**src/rtl/rotate_shift_pipe_if.sv**
```systemverilog
// Operand/result handshake bundle for rotate_shift_pipe.
// The master drives operands and consumes results; the slave is the pipeline.
interface rotate_shift_pipe_if #(
   parameter int unsigned WIDTH = 8
) ();
   localparam int unsigned SW = $clog2(WIDTH);

   logic             in_valid;
   logic             in_ready;
   logic [WIDTH-1:0] in_data;
   logic [SW-1:0]    in_shamt;
   logic [1:0]       in_mode;

   logic             out_valid;
   logic             out_ready;
   logic [WIDTH-1:0] out_data;
   logic             out_zero;
   logic [1:0]       out_mode;

   modport master (
      output in_valid, in_data, in_shamt, in_mode, out_ready,
      input  in_ready, out_valid, out_data, out_zero, out_mode
   );

   modport slave (
      input  in_valid, in_data, in_shamt, in_mode, out_ready,
      output in_ready, out_valid, out_data, out_zero, out_mode
   );
endinterface

```
**src/rtl/rotate_shift_pipe.sv**
```systemverilog
// Pipelined barrel rotator/shifter: stage k applies a shift of 2^k when shamt bit k is set.
// ROL/ROR/SHL/SAR modes, valid/ready on both sides with a combinational ready chain.
module rotate_shift_pipe #(
   parameter  int unsigned WIDTH = 8,
   localparam int unsigned SW    = $clog2(WIDTH)
) (
   input logic               clk,
   input logic               rst_n,
   rotate_shift_pipe_if.slave io
);
   localparam logic [1:0] MODE_ROL = 2'b00;
   localparam logic [1:0] MODE_ROR = 2'b01;
   localparam logic [1:0] MODE_SHL = 2'b10;

   if ((WIDTH < 4) || ((WIDTH & (WIDTH - 1)) != 0)) begin : g_bad_width
      $error("rotate_shift_pipe: WIDTH must be a power of two and at least 4");
   end

   // One shift step; SAR replicates the current MSB so the sign survives every stage.
   function automatic logic [WIDTH-1:0] stage_shift(
      input logic [WIDTH-1:0] d,
      input logic [1:0]       mode,
      input logic             en,
      input int unsigned      amt
   );
      logic [WIDTH-1:0] r;
      r = d;
      if (en) begin
         case (mode)
            MODE_ROL: r = (d << amt) | (d >> (WIDTH - amt));
            MODE_ROR: r = (d >> amt) | (d << (WIDTH - amt));
            MODE_SHL: r = d << amt;
            default:  r = WIDTH'($signed(d) >>> amt);
         endcase
      end
      return r;
   endfunction

   logic [SW-1:0]             valid_q;
   logic [SW-1:0][WIDTH-1:0]  data_q;
   logic [SW-1:0][1:0]        mode_q;
   logic [SW-2:0][SW-1:0]     shamt_q;
   logic                      zero_q;

   logic [SW-1:0]             ready;
   logic [SW-1:0]             src_valid;
   logic [SW-1:0][WIDTH-1:0]  src_data;
   logic [SW-1:0][1:0]        src_mode;
   logic [SW-1:0][SW-1:0]     src_shamt;
   logic [SW-1:0][WIDTH-1:0]  shifted;

   // Ready ripples back from the output: a stage can take a beat if empty or draining.
   always_comb begin
      logic chain;
      chain = io.out_ready;
      ready = '0;
      for (int k = int'(SW) - 1; k >= 0; k--) begin
         chain    = ~valid_q[k] | chain;
         ready[k] = chain;
      end
   end

   // Upstream view of each stage: the input port for stage 0, the previous register otherwise.
   always_comb begin
      src_valid    = '0;
      src_data     = '0;
      src_mode     = '0;
      src_shamt    = '0;
      src_valid[0] = io.in_valid;
      src_data[0]  = io.in_data;
      src_mode[0]  = io.in_mode;
      src_shamt[0] = io.in_shamt;
      for (int k = 1; k < int'(SW); k++) begin
         src_valid[k] = valid_q[k-1];
         src_data[k]  = data_q[k-1];
         src_mode[k]  = mode_q[k-1];
         src_shamt[k] = shamt_q[k-1];
      end
   end

   // The shamt carried forward is pre-shifted so each stage always tests bit 0.
   always_comb begin
      shifted = '0;
      for (int k = 0; k < int'(SW); k++) begin
         shifted[k] = stage_shift(src_data[k], src_mode[k], src_shamt[k][0], 32'd1 << k);
      end
   end

   // Payload only moves with a valid beat, so bubbles never disturb held data.
   always_ff @(posedge clk or negedge rst_n) begin
      if (!rst_n) begin
         valid_q <= '0;
         data_q  <= '0;
         mode_q  <= '0;
         shamt_q <= '0;
         zero_q  <= 1'b0;
      end else begin
         for (int k = 0; k < int'(SW); k++) begin
            if (ready[k]) begin
               valid_q[k] <= src_valid[k];
               if (src_valid[k]) begin
                  data_q[k] <= shifted[k];
                  mode_q[k] <= src_mode[k];
               end
            end
         end
         for (int k = 0; k < int'(SW) - 1; k++) begin
            if (ready[k] && src_valid[k]) begin
               shamt_q[k] <= src_shamt[k] >> 1;
            end
         end
         if (ready[SW-1] && src_valid[SW-1]) begin
            zero_q <= (shifted[SW-1] == '0);
         end
      end
   end

   assign io.in_ready  = ready[0];
   assign io.out_valid = valid_q[SW-1];
   assign io.out_data  = data_q[SW-1];
   assign io.out_mode  = mode_q[SW-1];
   assign io.out_zero  = zero_q;

   // A stalled result must not change underneath the consumer.
   out_hold_a: assert property (@(posedge clk) disable iff (!rst_n)
      (io.out_valid && !io.out_ready) |=>
         (io.out_valid && $stable(io.out_data) && $stable(io.out_mode) && $stable(io.out_zero)));
endmodule

```
**src/flat_wrapper.sv**
```systemverilog
// flat-port wrapper written by rule: the top's interface ports become plain ports
module rotate_shift_pipe_flat 
#(
   parameter  int unsigned WIDTH = 8,
   localparam int unsigned SW    = $clog2(WIDTH)
)
  (clk, rst_n, io_in_valid, io_in_data, io_in_shamt, io_in_mode, io_out_ready, io_in_ready, io_out_valid, io_out_data, io_out_zero, io_out_mode);
  rotate_shift_pipe_if #(.WIDTH(WIDTH)) io_i ();
  input logic clk;
  input logic rst_n;
  input wire logic [$bits(io_i.in_valid)-1:0] io_in_valid;
  input wire logic [$bits(io_i.in_data)-1:0] io_in_data;
  input wire logic [$bits(io_i.in_shamt)-1:0] io_in_shamt;
  input wire logic [$bits(io_i.in_mode)-1:0] io_in_mode;
  input wire logic [$bits(io_i.out_ready)-1:0] io_out_ready;
  output wire logic [$bits(io_i.in_ready)-1:0] io_in_ready;
  output wire logic [$bits(io_i.out_valid)-1:0] io_out_valid;
  output wire logic [$bits(io_i.out_data)-1:0] io_out_data;
  output wire logic [$bits(io_i.out_zero)-1:0] io_out_zero;
  output wire logic [$bits(io_i.out_mode)-1:0] io_out_mode;
  assign io_i.in_valid = io_in_valid;
  assign io_i.in_data = io_in_data;
  assign io_i.in_shamt = io_in_shamt;
  assign io_i.in_mode = io_in_mode;
  assign io_i.out_ready = io_out_ready;
  assign io_in_ready = io_i.in_ready;
  assign io_out_valid = io_i.out_valid;
  assign io_out_data = io_i.out_data;
  assign io_out_zero = io_i.out_zero;
  assign io_out_mode = io_i.out_mode;
  rotate_shift_pipe #(.WIDTH(WIDTH)) u_core (.clk(clk), .rst_n(rst_n), .io(io_i));
endmodule
```
**config.mk**
```make
export PLATFORM = sky130hd
export DESIGN_NAME = rotate_shift_pipe_flat
export DESIGN_NICKNAME = d
export VERILOG_FILES = /design/src/rtl/rotate_shift_pipe_if.sv /design/src/rtl/rotate_shift_pipe.sv /design/src/flat_wrapper.sv
export SDC_FILE = /design/constraint.sdc
export NUM_CORES = 1
export LEC_CHECK = 0
export ABC_CLOCK_PERIOD_IN_PS = 1810
export CORE_MARGIN = 5
export CORE_UTILIZATION = 45
export DETAILED_ROUTE_END_ITERATION = 6
export HOLD_SLACK_MARGIN = 0.02
export PLACE_DENSITY = 0.69
export SLEW_MARGIN = 20
export SYNTH_ARGS = -nofsm -noshare
export SYNTH_HDL_FRONTEND = slang
export SYNTH_SLANG_ARGS = --single-unit
```
**constraint.sdc**
```tcl
create_clock -name clk -period 1.81 [get_ports clk]
set_clock_uncertainty 0.15 [all_clocks]
set_input_delay 0.362 -clock clk [delete_from_list [all_inputs] [get_ports clk]]
set_output_delay 0.362 -clock clk [all_outputs]
set_load 0.01 [all_outputs]
```
# After elaboration in Yosys (flattened, before gate mapping)
# Index checks and enable logic that the tools add are counted.
word_totals:
  elab_cells: 46
  ramBits: 0
  mem_bits_ro: 0
  register_bits: 37
  mem_count: 0
  latchBits: 0
  output_inout_bits: 13
op_classes:
  reduce_logical: 11
  n_mux: 6
  n_addsub: 0
  bitwise: 11
  shifts: 0
  eq_ne: 6
  magnitude_cmp: 0
  n_div: 0
  n_mul: 0
ops:
  columns: ["operator", "count"]
  rows:
  - ["8-bit one-hot mux with 3 select lines", 2]
  - ["8-bit 2-to-1 mux", 3]
  - ["8-bit one-hot mux with 2 select lines", 1]
  - ["8-bit logical NOT", 1]
  - ["6-bit by 8-bit OR with 8-bit output", 1]
  - ["7-bit by 8-bit OR with 8-bit output", 1]
  - ["8-bit by 1-bit OR with 8-bit output", 1]
  - ["8-bit by 2-bit OR with 8-bit output", 1]
  - ["8-bit by 4-bit OR with 8-bit output", 1]
  - ["2-bit by 1-bit == test with 1-bit output, second input constant", 3]
  - ["2-bit == test, second input constant", 3]
  - ["2-bit logical NOT", 3]
  - ["2-bit AND reduction", 3]
  - ["1-bit logical AND", 3]
  - ["1-bit inverter", 3]
  - ["1-bit OR", 3]
  - ["2-bit OR reduction", 1]

# Depth between registers and ports, before layout
# Gate-level depths: netlist of run 1.
depth:
  word_depth: 5
  ltp_mapped: 5

# Worst setup path before layout of run 1
# OpenSTA, ideal clock, no wires.
synth_path:
  path_type: "input to register"
  from: "input io_out_ready"
  to: "register u_core.shamt_q[0] (netlist bit)"
  required_ns: 1.532
  cell_stages: 4
  arrival_time_ns: 1.256
  slack_ns: 0.276
  path_cell_list: "nand4b_1 > nand2_1 > buf_2 > mux2_1"
synth_via:
  elab_chain_cells: 4
synth_rtl:
  columns: ["element", "line", "source"]
  rows:
  - ["start: declaration", "flat_wrapper.sv:15", "input wire logic [$bits(io_i.out_ready)-1:0] io_out_ready;"]
  - ["1-bit OR (3 in series)", "rotate_shift_pipe.sv:58", "chain = ~valid_q[k] | chain;"]
  - ["1-bit logical AND", "rotate_shift_pipe.sv:108", "if (ready[k] && src_valid[k]) begin"]
  - ["end signal: indexed assignment", "rotate_shift_pipe.sv:109", "shamt_q[k] <= src_shamt[k] >> 1;"]
  - ["end: declaration", "rotate_shift_pipe.sv:42", "logic [SW-2:0][SW-1:0] shamt_q;"]
# Every way passes these cells.
# A chain may end at the register's enable or synchronous reset.

# Worst setup path after layout of run 1
layout_path:
  from: "register u_core.valid_q[2]"
  to: "output io_out_valid"
layout_rtl:
  columns: ["element", "line", "source"]
  rows:
  - ["start: declaration", "rotate_shift_pipe.sv:39", "logic [SW-1:0] valid_q;"]
  - ["start signal: indexed assignment", "rotate_shift_pipe.sv:100", "valid_q[k] <= src_valid[k];"]
  - ["end: declaration", "flat_wrapper.sv:17", "output wire logic [$bits(io_i.out_valid)-1:0] io_out_valid;"]
# No word-level cell between the ends.

==> run metrics, run 1 <==
Seq cells post-synth 37; ys flop type dfrtp_1; FF-to-FF setup slack 0.22 ns; Final setup violation count 0; wire per inst 12.23 um; critical path type reg2out; Yosys top cell by area dfrtp_1; combinational power share 0.337; Final Net Count 244; Flop pwr share 0.458; Tightest Pin Transition 0.4532 ns; Worst-Skew Late Latency 0.29 ns; n_diodes 0; arrival time worst endpoint 1.26 ns; Placed Cells 272; fin cells 280; internal power 1848 uW; VDD IR max 0.3646 mV; Period Utilization, post-route 0.9769; synth unique cells 38; Hold Buf Count CTS 0; post-synth top area share 0.4756; CTS sink cnt 37; PortBufs 29; row count 24; Post-synth ARST share 1.000; crit path buf inv count 1; Routed Antenna Nets 0; CP Capture Type output pin; Clock Pin Slew Worst Setup and Hold Paths 0.07 ns; Critical Path Fanout Max 4; gr usage total 0.1413; R2R cell count 5; vias in the first global route 1332; pwr dens 1128 nW/um^2; initial antenna violation count 0; Min-Delay Path Class in2async; area post-placement 2305 sq um; WHS 0.2847 ns; syn_nets 214; IO Pins 30; CP required 1.30 ns; die width 75.78 um; Sw Share 0.3144; die area 5742 sq um; Slew Limit Headroom 0.6979; max-slew violations 0; Syn-to-layout area delta 22.75%; detailed-router iteration count before antenna repair 4; Final min period 1.768 ns; Clock Path Buffers 2; Max Clk Rate 0.5656 GHz; syn_area_per_cell 9.883 sq um; post-route cell area 2390 sq um; EDFF count, synth 0; Final Hold Violating Endpoints 0; Syn. warnings 0; pin count of the biggest net entering global routing 38; Initial Util 0.4566; Post-Syn Area 1947 sq um; Iter 0 DRT Violations 41; Worst path slowest cell clkdlybuf4s50_1; Post-synth top cells nand2_1, dfrtp_1, o21ai_0; CTS tree built; register area share after synthesis 0.4756; Clk pwr share 0.205; first-pass GRT wire length 6.078 mm; count leader, synth nand2_1; worst-path cell chain clkdlybuf4s50_1; Overflow after GRT 0; vias per cell 5.064; Max-cap violations 0; Post-CTS Setup Bufs 0; crit-path max cell delay 0.57 ns; leakage 0.001068 uW; Vias 1418; CTS root buf clkbuf_8; Synth area leaders dfrtp_1, nand2_1, mux2i_1, o21ai_0, buf_4; DRC 0; Final Util 0.5604; Core Region 4264 sq um; critical path's top delay family buffers and inverters; hpwl dp 2.649 mm; H-tree depth 2; final weighted congestion in routability-driven placement 0.7683; final WL 3.423 mm; stages on the worst setup path 1; CP Launch Type register; Die Y 75.78 um; status finished, final reports clean; layout cells sized above 1 0.1535; clock buffer count from CTS 5; Sw Pwr 847.7 uW; Cells after Synth 197; setup_tns 0 ns; RSZ-0062 raised after global routing no
cells in the final DEF, fill, tap and decap left out, drive strengths merged, types with 4 or more instances in the layout:
cell,count
o21ai,30
clkdlybuf4s50,28
buf,14
mux2i,12
nor2,4
nand2,40
clkbuf,6
dfrtp,37
nand2b,7
mux2,10
worst paths after layout:
| kind | from | endpoint |
|---|---|---|
| min | rst_n | u_core.io.out_data[7]$_DFFE_PN0P_ |
| max reg2reg | u_core.shamt_q[3]$_DFFE_PN0P_ | u_core.io.out_zero$_DFFE_PN0P_ |
| min in group clk | u_core.io.out_data[7]$_DFFE_PN0P_ | u_core.io.out_data[7]$_DFFE_PN0P_ |
| max | u_core.valid_q[2]$_DFFE_PN0P_ | io_out_valid |
| max in group asynchronous | rst_n | u_core.valid_q[1]$_DFFE_PN0P_ |
| min reg2reg | u_core.io.out_data[7]$_DFFE_PN0P_ | u_core.io.out_data[7]$_DFFE_PN0P_ |
area by class of cell:
cell class	count	area, sq um
clock inverters	2	10.01
flip-flops and latches	37	925.9
clock buffers	6	72.57
well taps	52	65.06
repair buffers	43	420.4
multi-input cells	137	884.6
fillers	401	1874
inverters	3	11.26
kinds of logic after synthesis:
| family | Yosys count | synth area share |
|---|---|---|
| simple gates | 60 | 0.1459 |
| flops | 37 | 0.4756 |
| buf+inv | 23 | 0.07134 |
| mux | 22 | 0.1195 |
| compound gates | 55 | 0.1877 |
per-stage QoR:
stage,setup WS (ns),power (uW)
4_1_cts,0.01901,2734
2_1_floorplan,0.2761,1891
3_5_place_dp,-0.2278,2180
6_report,0.04190,2696
5_1_grt,0.001701,2906
3_3_place_gp,-0.2288,2155
power by group through the flow:
stage                     Clock [uW]  Combinational (uW)  Sequential [uW]
after floorplan                    0                 703             1190
after global placement             0                 911             1240
after detailed placement           0                 924             1260
after CTS                        570                 925             1240
after global routing             613                1020             1270
final                            552                 908             1240
layer usage:
layer  up-vias  track usage  wire, um  part of all wire
li1        748            -         -                 -
met1       636       0.1637      1511              0.44
met2        29       0.2433      1655              0.48
met3         5      0.04881       216             0.063
met4         0      0.04660        40             0.012
met5         -            0         0                 0
state kept, by name, indices dropped and copies added (netlist names):
signal	count
u_core.data_q	16
u_core.io.out_data	8
u_core.io.out_mode	2
u_core.io.out_zero	1
u_core.mode_q	4
u_core.shamt_q	3
u_core.valid_q	3
timing repair:
item                                    4_1_cts  5_1_grt
gates cloned                                  0        0
endpoints found under the hold margin         0        0
gates resized for setup                       2        1
endpoints found under the setup margin        1        7
Note: power is estimated with default switching activity, not from simulation.
==> run 2, diff against run 1 <==
--- a/config.mk
+++ b/config.mk
@@ -6,11 +6,14 @@
 export NUM_CORES = 1
 export LEC_CHECK = 0
 export ABC_CLOCK_PERIOD_IN_PS = 1810
+export CELL_PAD_IN_SITES_DETAIL_PLACEMENT = 1
+export CELL_PAD_IN_SITES_GLOBAL_PLACEMENT = 1
 export CORE_MARGIN = 5
-export CORE_UTILIZATION = 45
+export CORE_UTILIZATION = 43
+export CTS_BUF_LIST = sky130_fd_sc_hd__clkbuf_8
 export DETAILED_ROUTE_END_ITERATION = 6
 export HOLD_SLACK_MARGIN = 0.02
-export PLACE_DENSITY = 0.69
+export PLACE_DENSITY_LB_ADDON = 0.1
 export SLEW_MARGIN = 20
 export SYNTH_ARGS = -nofsm -noshare
 export SYNTH_HDL_FRONTEND = slang
==> run metrics, run 2 (same netlist as run 1, synthesis figures left out) <==
status finished, final reports clean; CP Capture Type output pin; crit path buf inv count 1 (unchanged); Iter 0 DRT Violations 34 (-17%); crit-path max cell delay 0.54 ns (-0.03 ns); Worst path slowest cell clkdlybuf4s50_1; CP Launch Type register; Clock Pin Slew Worst Setup and Hold Paths 0.08 ns (about the same); first-pass GRT wire length 7.534 mm (+24%); Final min period 1.712 ns (-0.05624 ns); Tightest Pin Transition 0.4712 ns (+0.01806 ns); leakage 0.001060 uW (-0.79%); R2R cell count 4 (-1); RSZ-0062 raised after global routing no; H-tree depth 2 (unchanged); Setup crit start u_core.io.out_zero$_DFFE_PN0P_; layout cells sized above 1 0.1549 (+0.001358); critical path endpoint io_out_zero; final weighted congestion in routability-driven placement 0.7833 (+2.0%); Post-CTS Setup Bufs 0 (unchanged); vias in the first global route 1648 (+24%); critical path type reg2out; detailed-router iteration count before antenna repair 2 (-2); Max-cap violations 0 (unchanged); Reg with most FFs u_core.data_q; CTS root buf clkbuf_8; Worst-Skew Late Latency 0.29 ns (about the same); Critical Path Fanout Max 2 (-2); max reg flops 16 (unchanged); Placement Setup Slack -0.2730 ns (-0.04522 ns); Overflow after GRT 0 (unchanged); stages on the worst setup path 1 (unchanged); IO Pins 30 (unchanged); max-slew violations 0 (unchanged); die width 77.29 um (+2.0%); Critical R2R Capture u_core.io.out_zero$_DFFE_PN0P_; vias per cell 5.388 (+6.4%); Register Area 925.9 sq um (unchanged); Die Y 77.29 um (+2.0%); Min-Delay Path Class in2async; Initial Util 0.4441 (-0.01251); pin count of the biggest net entering global routing 38 (unchanged); Clock Path Buffers 2 (unchanged); pwr dens 1150 nW/um^2 (+2.0%); Multi-input gate area 884.6 sq um (unchanged); Slew Limit Headroom 0.6858 (-0.01204); clock buffer count from CTS 5 (unchanged); most common cell after layout, fill and taps aside nand2_1; CTS sink cnt 37 (unchanged); fillers 513 (+28%); WHS 0.2884 ns (+0.003702 ns); hpwl dp 3.393 mm (+28%); Final Net Count 242 (-0.82%); initial antenna violation count 0 (unchanged); wire per inst 15.20 um (+24%); Hold Buf Count CTS 0 (unchanged); Worst Slack Setup Final 0.09814 ns (+0.05624 ns); DRC 0 (unchanged); Final Util 0.5420 (-0.01849); Vias 1498 (+5.6%); Max Clk Rate 0.5842 GHz (+3.3%); VDD IR max 0.3951 mV (+8.4%); CTS tree built; Core Region 4384 sq um (+2.8%); gr usage total 0.1570 (+0.01571); most frequent cells in the layout nand2_1, dfrtp_1, clkdlybuf4s50_1, o21ai_0, mux2i_1; Syn-to-layout area delta 22.04%; Routed Antenna Nets 0 (unchanged); Final setup violation count 0 (unchanged); Final Hold Violating Endpoints 0 (unchanged); CP required 1.30 ns (about the same); arrival time worst endpoint 1.20 ns (-0.06 ns); Period Utilization, post-route 0.9458 (-0.03107); row count 24 (unchanged); worst-path cell chain clkdlybuf4s50_1; PortBufs 29 (unchanged); n_diodes 0 (unchanged); final WL 4.225 mm (+23%); FF-to-FF setup slack 0.12 ns (-0.10 ns); critical path's top delay family buffers and inverters; die area 5973 sq um (+4.0%); worst r2r src u_core.shamt_q[3]$_DFFE_PN0P_
run 2: cell types whose count changed in the layout (fill, tap and decap cells not counted), sizes merged:
| cell | previous run | this run |
|---|---|---|
| dlymetal6s2s | 0 | 1 |
| clkinvlp | 0 | 1 |
| clkdlybuf4s50 | 28 | 27 |
| clkdlybuf4s15 | 1 | 0 |
| buf | 14 | 13 |
| clkbuf | 6 | 5 |
run 2: final cells by class:
type | count | area share
Inverter | 3 | 0.004739
Multi-Input combinational cell | 137 | 0.3723
Clock buffer | 5 | 0.02896
Clock inverter | 3 | 0.007372
Sequential cell | 37 | 0.3897
Timing Repair Buffer | 41 | 0.1696
Tap cell | 52 | 0.02738
run 2: report_power, final:
part | switching [uW] | internal (uW)
combinational | 385 | 524
sequential | 214 | 1040
clock | 303 | 266
total | 902 | 1830
run 2: how the worst min path moves through the flow:
| stage | start | slack (ns) | end | cells past startpoint |
|---|---|---|---|---|
| floorplan | rst_n | -0.08 | u_core.data_q[0]$_DFFE_PN0P_ | 0 |
| global placement | u_core.io.out_data[1]$_DFFE_PN0P_ | 0.31 | u_core.io.out_data[1]$_DFFE_PN0P_ | 2 |
| detailed placement | u_core.io.out_data[1]$_DFFE_PN0P_ | 0.32 | u_core.io.out_data[1]$_DFFE_PN0P_ | 2 |
| CTS | rst_n | 0.28 | u_core.io.out_zero$_DFFE_PN0P_ | 2 |
| global route | rst_n | 0.29 | u_core.valid_q[0]$_DFFE_PN0N_ | 2 |
| finish | rst_n | 0.29 | u_core.valid_q[1]$_DFFE_PN0P_ | 2 |
run 2: routing by layer:
layer	up-vias	GRT usage	share of wire
li1	739	-	-
met1	716	0.1580	0.39
met2	34	0.2929	0.54
met3	9	0.05035	0.047
met4	0	0.06357	0.026
met5	-	0	0
run 2: timing repair:
| action | CTS | global route |
|---|---|---|
| pin swaps | 0 | 0 |
| setup endpoints to repair | 1 | 10 |
| hold endpoints to repair | 0 | 0 |
| resized for setup | 3 | 3 |
run 2: stage by stage:
step / cells / area, sq um / TNS [ns] / power (uW)
global route: 278 / 2376 / 0 / 2920
CTS: 278 / 2377 / 0 / 2778
global placement: 270 / 2290 / -1.982 / 2144
detailed placement: 270 / 2290 / -3.252 / 2204
floorplan: 197 / 1947 / 0 / 1891
finish: 278 / 2376 / 0 / 2733
==> run 3, diff against run 2 <==
--- a/config.mk
+++ b/config.mk
@@ -9,9 +9,10 @@
 export CELL_PAD_IN_SITES_DETAIL_PLACEMENT = 1
 export CELL_PAD_IN_SITES_GLOBAL_PLACEMENT = 1
 export CORE_MARGIN = 5
-export CORE_UTILIZATION = 43
+export CORE_UTILIZATION = 45
 export CTS_BUF_LIST = sky130_fd_sc_hd__clkbuf_8
 export DETAILED_ROUTE_END_ITERATION = 6
+export DONT_BUFFER_PORTS = 1
 export HOLD_SLACK_MARGIN = 0.02
 export PLACE_DENSITY_LB_ADDON = 0.1
 export SLEW_MARGIN = 20
==> run metrics, run 3 (same netlist as run 1, synthesis figures left out) <==
status finished, final reports clean; vias per cell 5.709 (+5.9%); Syn-to-layout area delta 6.555%; CTS tree built; die width 75.78 um (-2.0%); Max-cap violations 0 (unchanged); final WL 4.203 mm (-0.52%); Reg with most FFs u_core.data_q; crit path buf inv count 0 (-1); Slew Limit Headroom 0.6709 (-0.01492); Initial Util 0.4566 (+0.01251); PortBufs 0 (-100%); DRC 0 (unchanged); initial antenna violation count 0 (unchanged); wire per inst 17.23 um (+13%); RSZ-0062 raised after global routing no; leakage 0.0009286 uW (-12%); CTS root buf clkbuf_8; Final Util 0.4865 (-0.05545); Clk pwr share 0.279 (+0.071); CP Capture Type register; FF-to-FF setup slack 0.19 ns (+0.07 ns); CTS sink cnt 37 (unchanged); Clock Path Buffers 2 (unchanged); Worst-Skew Late Latency 0.30 ns (about the same); layout cells sized above 1 0.1354 (-0.01945); Critical R2R Capture u_core.io.out_zero$_DFFE_PN0P_; Overflow after GRT 0 (unchanged); vias in the first global route 1536 (-6.8%); Iter 0 DRT Violations 44 (+29%); Final min period 1.618 ns (-0.09402 ns); arrival time worst endpoint 1.71 ns (+0.51 ns); Die Y 75.78 um (-2.0%); clock buffer count from CTS 5 (unchanged); pwr dens 1286 nW/um^2 (+12%); internal power 1802 uW (-1.6%); hpwl dp 3.296 mm (-2.8%); Gates resized, CTS repair 0 (-3); R2R cell count 4 (unchanged); H-tree depth 2 (unchanged); Placed Cells 233 (-14%); Total Power 2667 uW (-2.4%); Sw Pwr 865.2 uW (-4.1%); gr usage total 0.1679 (+0.01087); CP required 1.90 ns (+0.60 ns); pin count of the biggest net entering global routing 38 (unchanged); stages on the worst setup path 4 (+3); Core Region 4264 sq um (-2.7%); Critical Path Fanout Max 10 (+8); critical path's top delay family flip-flops; Vias 1393 (-7.0%); worst r2r src u_core.shamt_q[3]$_DFFE_PN0P_; critical path type reg2reg; Flop pwr share 0.500 (+0.041); CP Launch Type register; fin cells 244 (-12%); combinational power share 0.221 (-0.112); Worst path slowest cell dfrtp_1; Routed Antenna Nets 0 (unchanged); most frequent cells in the layout nand2_1, dfrtp_1, o21ai_0, mux2i_1; worst-path cell chain a21boi_4 -> mux2_2 -> nor3_2 -> a32o_2; final weighted congestion in routability-driven placement 0.7868 (+0.45%); Hold Path Stages 1; max reg flops 16 (unchanged); row count 24 (unchanged); most common cell after layout, fill and taps aside nand2_1; max-slew violations 0 (unchanged); Final Hold Violating Endpoints 0 (unchanged); VDD IR max 0.3845 mV (-2.7%); setup_tns 0 ns (unchanged); n_diodes 0 (unchanged); first-pass GRT wire length 7.079 mm (-6.0%); detailed-router iteration count before antenna repair 4 (+2); Clock Pin Slew Worst Setup and Hold Paths 0.08 ns (about the same); Sw Share 0.3244 (-0.005542); die area 5742 sq um (-3.9%); Final Net Count 208 (-14%); Min-Delay Path Class in2reg; Hold Crit Start io_in_shamt[1]; Tightest Pin Transition 0.4936 ns (+0.02237 ns); WHS Endpoint u_core.shamt_q[0]$_DFFE_PN0P_; IO Pins 30 (unchanged); Post-CTS Setup Bufs 0 (unchanged); Period Utilization, post-route 0.8938 (-0.05194); Max Clk Rate 0.6181 GHz (+5.8%); crit-path max cell delay 0.49 ns (-0.05 ns); Final setup violation count 0 (unchanged)
## run 3: layer usage
layer  vias to the layer above  track usage  wire length [um]
met5                         -            0                 0
met3                         8      0.06464               256
met1                       682       0.1683              1647
met4                         0      0.06796                87
met2                        32       0.3080              2211
li1                        671            -                 -
## run 3: through the flow
stage	setup WS (ns)	hold slack, ns	cell area [sq um]
floorplan	0.2761	-0.08359	1947
global placement	0.2640	-0.08265	1914
detailed placement	0.1983	-0.08260	1914
CTS	0.1853	0.02117	2064
global route	0.08482	0.03524	2074
finish	0.1922	0.05061	2074
## run 3: final cells by class
type / instances / area [sq um]
clock buffers: 6 / 82.58
inverters: 3 / 11.26
flip-flops and latches: 37 / 925.9
multi-input cells: 137 / 882.1
fillers: 489 / 2190
clock inverters: 2 / 37.54
repair buffers: 7 / 70.07
well taps: 52 / 65.06
## run 3: how the worst max path moves through the flow
stage	startpoint	endpoint	slack (ns)
5_1_grt	u_core.shamt_q[3]$_DFFE_PN0P_	u_core.io.out_zero$_DFFE_PN0P_	0.08
2_1_floorplan	io_out_ready	u_core.shamt_q[0]$_DFFE_PN0P_	0.28
6_report	u_core.shamt_q[3]$_DFFE_PN0P_	u_core.io.out_zero$_DFFE_PN0P_	0.19
4_1_cts	u_core.shamt_q[3]$_DFFE_PN0P_	u_core.io.out_zero$_DFFE_PN0P_	0.19
3_3_place_gp	u_core.shamt_q[3]$_DFFE_PN0P_	u_core.io.out_zero$_DFFE_PN0P_	0.26
3_5_place_dp	u_core.shamt_q[3]$_DFFE_PN0P_	u_core.io.out_zero$_DFFE_PN0P_	0.20
## run 3: worst reg2reg max path: stages (launching register included)
cell and delay, ns:
dfrtp_1 0.49, a21boi_4 0.26, mux2_2 0.38, nor3_2 0.11, a32o_2 0.18
## run 3: power by group through the flow
stage,Combinational (uW),Clock (uW),Sequential [uW]
after floorplan,703,0,1190
after global placement,538,0,1340
after detailed placement,575,0,1360
after CTS,602,770,1340
after global routing,669,796,1370
final,591,744,1330
## run 3: timing repair
item,4_1_cts,5_1_grt
hold endpoints to repair,37,1
hold buffers,2,1
endpoints found under the setup margin,0,0
